$ cat src/rtl/subtrator_serial.sv
// Bit-serial signed subtractor S = A - B, LSB first, one bit per clock; V port only with SUBTRATOR_OVF_EN.
// Latency NUM_BITS edges from the accepting edge to done; start is ignored while busy (no backpressure).
module subtrator_serial #(
    parameter int NUM_BITS = 8
) (
    input  logic                clock,
    input  logic                reset,
    input  logic                start,
    input  logic [NUM_BITS-1:0] A,
    input  logic [NUM_BITS-1:0] B,
    output logic                busy,
    output logic                done,
    output logic [NUM_BITS-1:0] S,
    output logic                Z,
    output logic                N,
    output logic                P
`ifdef SUBTRATOR_OVF_EN
    ,
    output logic                V
`endif
);

    localparam int CW = $clog2(NUM_BITS + 1);

    typedef enum logic [1:0] {IDLE, RUN, DONE} state_t;

    state_t                state_q, state_d;
    logic [NUM_BITS-1:0]   a_q, a_d, b_q, b_d;
    logic [NUM_BITS-1:0]   res_q, res_d;
    logic [CW-1:0]         cnt_q, cnt_d;
    logic                  brw_q, brw_d;
    logic [NUM_BITS-1:0]   s_q, s_d;
    logic                  z_q, z_d, n_q, n_d, p_q, p_d;
`ifdef SUBTRATOR_OVF_EN
    logic                  v_q, v_d;
`endif

    logic [NUM_BITS-1:0]   a_sh, b_sh, res_shift;
    logic                  a_bit, b_bit, diff_bit, brw_nxt;

    always_comb begin
        a_sh      = a_q >> cnt_q;
        b_sh      = b_q >> cnt_q;
        a_bit     = a_sh[0];
        b_bit     = b_sh[0];
        diff_bit  = a_bit ^ b_bit ^ brw_q;
        brw_nxt   = (~a_bit & b_bit) | (~(a_bit ^ b_bit) & brw_q);
        // result fills from the MSB end so it is aligned after NUM_BITS shifts
        res_shift = {diff_bit, res_q[NUM_BITS-1:1]};

        state_d = state_q;
        a_d     = a_q;
        b_d     = b_q;
        res_d   = res_q;
        cnt_d   = cnt_q;
        brw_d   = brw_q;
        s_d     = s_q;
        z_d     = z_q;
        n_d     = n_q;
        p_d     = p_q;
`ifdef SUBTRATOR_OVF_EN
        v_d     = v_q;
`endif

        case (state_q)
            IDLE, DONE: begin
                state_d = IDLE;
                if (start) begin
                    a_d     = A;
                    b_d     = B;
                    res_d   = '0;
                    cnt_d   = '0;
                    brw_d   = 1'b0;
                    state_d = RUN;
                end
            end
            RUN: begin
                res_d = res_shift;
                brw_d = brw_nxt;
                cnt_d = cnt_q + CW'(1);
                if (cnt_q == CW'(NUM_BITS - 1)) begin
                    s_d     = res_shift;
                    z_d     = (res_shift == '0);
                    n_d     = res_shift[NUM_BITS-1];
                    p_d     = ~res_shift[0];
`ifdef SUBTRATOR_OVF_EN
                    v_d     = (a_q[NUM_BITS-1] != b_q[NUM_BITS-1]) &
                              (res_shift[NUM_BITS-1] != a_q[NUM_BITS-1]);
`endif
                    state_d = DONE;
                end
            end
            default: state_d = IDLE;
        endcase
    end

    always_ff @(posedge clock or posedge reset) begin
        if (reset) begin
            state_q <= IDLE;
            a_q     <= '0;
            b_q     <= '0;
            res_q   <= '0;
            cnt_q   <= '0;
            brw_q   <= 1'b0;
            s_q     <= '0;
            z_q     <= 1'b0;
            n_q     <= 1'b0;
            p_q     <= 1'b0;
`ifdef SUBTRATOR_OVF_EN
            v_q     <= 1'b0;
`endif
        end else begin
            state_q <= state_d;
            a_q     <= a_d;
            b_q     <= b_d;
            res_q   <= res_d;
            cnt_q   <= cnt_d;
            brw_q   <= brw_d;
            s_q     <= s_d;
            z_q     <= z_d;
            n_q     <= n_d;
            p_q     <= p_d;
`ifdef SUBTRATOR_OVF_EN
            v_q     <= v_d;
`endif
        end
    end

    assign busy = (state_q == RUN);
    assign done = (state_q == DONE);
    assign S    = s_q;
    assign Z    = z_q;
    assign N    = n_q;
    assign P    = p_q;
`ifdef SUBTRATOR_OVF_EN
    assign V    = v_q;
`endif

endmodule

$ cat config.mk
export PLATFORM = sky130hd
export DESIGN_NAME = subtrator_serial
export DESIGN_NICKNAME = d
export VERILOG_FILES = /design/src/rtl/subtrator_serial.sv
export SDC_FILE = /design/constraint.sdc
export NUM_CORES = 1
export LEC_CHECK = 0
export BUFFER_PORTS_ARGS = -buffer_cell sky130_fd_sc_hd__buf_2
export CAP_MARGIN = 20
export CORE_ASPECT_RATIO = 1.75
export CORE_MARGIN = 10
export CORE_UTILIZATION = 58
export DETAILED_ROUTE_END_ITERATION = 12
export GPL_TIMING_DRIVEN = 0
export PLACE_DENSITY = 0.83
export SYNTH_ARGS = -nofsm -noshare
export SYNTH_HDL_FRONTEND = slang
export SYNTH_SLANG_ARGS = --single-unit
$ cat constraint.sdc
create_clock -name clock -period 4.7 [get_ports clock]
set_input_delay 0.94 -clock clock [delete_from_list [all_inputs] [get_ports clock]]
set_output_delay 0.94 -clock clock [all_outputs]
set_load 0.02 [all_outputs]
==> summary.md <==
The logs give 1770 sq um for the mapped cell area and 1.57 mW for the post-layout total power. The run gives 0 as the max-slew violation count. The repair_antennas step left the layout with diodes totalling 0. The cell sitting at the root of the clock tree is a clkbuf_8.

In the routed design, unresolved DRC markers number 0. Across the routed clock network, the largest skew measured is 0.00480 ns. The tightest min-delay check is of the reg2reg type. The tools report the via total after detailed routing as 1,189. Traced cell by cell, the critical path runs through nand2b_4 > inv_1 > buf_2 > buf_2.

STA puts the critical path data required time at 3.76 ns. Sorting the synthesized cells by how often they occur yields nand2_1 (52), dfrtp_1 (40), a22o_1 (7), mux2_4 (7). The ratio of final minimum period to clock period was 0.510; the synthesized netlist net count was 171. Critical path startpoint category: a flop. The relative area change from synthesis to final layout is 17.9%, and the clock sink count is 40. The peak fanout along the critical path is 10. For the final routed database, the setup TNS stands at 0 ns. The logs give 0 for the number of antenna violations at the first check in global routing and 3450 microns for the post-detailed-routing wire length. The post-CTS setup-driven buffer insertion count is 0, and the total global routing track utilization is 0.131. The die is 93.0 microns tall. Entering global routing, the biggest net connects 41 pins. During placement, the flow inserted port buffers numbering 31.

Across the whole layout, storage elements account for 1000 sq um. The initial core utilization is 0.603. Max-cap violations in this run came to 0. The maximum buffer depth of the clock tree is 2, and the number of hold-slack violations in the final timing report is 0. The number of global-route vias before repair is 1,297. The cell that appears most often on the critical path is buf_2. After detailed routing, the number of vias per cell comes to 5.48. Routability-driven placement finished with a final weighted congestion of 0.773. For the worst-skew pair, the clock arrives at the later sink with an insertion delay of 0.29 ns. Yosys instantiated no cell more often than nand2_1. Setup violations remaining at the end of the flow were counted as 0. Fill cells in the final layout number 207. The share of synthesized area occupied by flip-flops and latches is 0.567. The number of core rows came out at 26.

TritonCTS built the clock tree. In this run, placement finished with an instance count of 209. Buffers inserted to repair hold after CTS numbered 0. Setup repair after global routing left no endpoint under its margin. The die is 61.7 microns wide. The critical path is of the reg2out type. In the final layout, the multi-input gates occupy 691 sq um. For the finished layout, the period the worst path requires is 2.40 ns. The logs give 1.46 ns for the data arrival time of the worst path and 150 for the cell count after synthesis. Proportion of register bits with asynchronous set or reset after synthesis: 1.00. Timing would allow up to 417 MHz.

The most used flip-flop cell after synthesis is dfrtp_1. The number of standard cells in the final layout excluding fillers came out at 217. Synthesis inferred 40 register bits. Post-synthesis area per instance: 11.8 sq um. The H-tree generated during clock tree synthesis spans 2 levels. The worst setup path is captured at an output port. At the end of the flow, the number of nets in the layout was 209. The number of flops mapped to enable cells by yosys is 0, and the final core utilization is 0.712.

The synthesis warning total was 0; the detailed placement HPWL was 2630 microns. The first global-routing pass estimated 5780 microns of wire. The tools report the worst max-slew margin expressed relative to the limit as 0.472. Yosys attributes the largest share of cell area to dfrtp_1 (57%), nand2_1 (11%), mux2_4 (5.9%), mux4_2 (5.1%), a22o_1 (3.5%). The synthesized netlist contains 28 unique library cells. During I/O placement, the number of pins put on the boundary was 32.

For this design the ratio of total power to cell area is 752 nW/um^2. The die covers 5740 sq um. The number of gates resized after CTS was 0.

The floorplan step defined a core boundary enclosing 2930 sq um. Number of buffers added by the clock tree synthesis step: 5. The share of layout cells above drive strength 1 was 0.344.

In this run, the number of DRC markers left after iteration 0 of detailed routing was 30. Dividing the detail-routed wire length by the instance count gives 15.9 microns. The slowest stage of the critical path belongs to the cell dfrtp_1. The flow ran to the end, and the final reports show no timing, DRC or antenna violations. The worst voltage drop across the vdd grid was 456 uV; the static power due to leakage was 1.09 nW.

Global routing finished with a remaining overflow of 0. The top cell type by total area after synthesis was dfrtp_1. The detail route stage leaves a number of antenna-violating nets equal to 0. The slew at the pin closest to its max-slew limit is 0.791 ns.

The top-area cell type share of the netlist area works out to 0.567. Maximum single-stage delay on the critical path: 0.38 ns. The first detailed-routing pass took 4 iterations. Clock-pin slew was measured on the worst setup and hold paths at 0.07 ns.
==> registers in the layout, indices dropped and copies added, names as in the netlist <==
name	flops
P	1
S	8
Z	1
a_q	8
b_q	8
brw_q	1
cnt_q	4
res_q	7
state_q	2
==> worst max-delay path: cells and delay by family (launching register included) <==
kind	cells	cell delay (ns)
and+or+nand+nor	1	0.17
DFF	1	0.38
buffers and inverters	3	0.61
==> placed cells by master, fill, tap and decap left out, types with 2 or more instances in the layout <==
cell,n
nand2_1,52
mux2_4,7
clkbuf_8,7
nor2_1,2
inv_1,3
nor2b_1,2
buf_6,2
buf_2,37
mux2i_1,6
dfrtp_1,40
a22o_1,7
mux4_2,4
o21ai_0,2
==> area by class of cell <==
class                   count  area share
flip-flops and latches     40       0.480
repair buffers             31      0.0745
clock inverters             1      0.0144
inverters                   4     0.00721
plain buffers               9      0.0288
multi-input cells          97       0.332
clock buffers               7      0.0462
well taps                  28      0.0168
==> cell families after synthesis <==
family                   count (synthesis)  synth area share
AO/OA/AOI/OAI                           11            0.0510
adder cells (fa/ha/maj)                  2            0.0184
buffers and inverters                   13            0.0425
flip-flops                              40             0.567
multiplexers                            19             0.157
AND/OR/NAND/NOR                         65             0.164
==> stage by stage <==
step	instance area, sq um	setup WS, ns	hold WS, ns
6_report	2080	2.30	0.481
5_1_grt	2080	2.20	0.506
4_1_cts	2080	2.30	0.480
3_5_place_dp	1960	2.37	0.462
3_3_place_gp	1960	2.40	0.453
2_1_floorplan	1770	2.53	0.440
==> path summary, 6_finish.rpt <==
check,from,endpoint,slack (ns),depth (start not counted)
max in group asynchronous,reset,b_q[5],3.40,2
min in group asynchronous,reset,S[0],0.79,2
hold / removal,b_q[1],b_q[1],0.48,2
hold reg to reg,b_q[1],b_q[1],0.48,2
setup / recovery,state_q[1],busy,2.30,4
setup reg to reg,cnt_q[1],Z,2.38,7
==> layer usage <==
metal  routed length [microns]  track usage
met2                      1890        0.232
met1                      1360        0.138
met4                        35       0.0412
met5                         0            0
met3                       161       0.0434
==> report_power, final <==
group          total [mW]  switching, mW  internal [mW]
combinational       0.650          0.332          0.317
clock               0.300          0.113          0.187
sequential          0.616          0.111          0.505
total                1.57          0.556           1.01
Note: power is estimated with default switching activity, not from simulation.
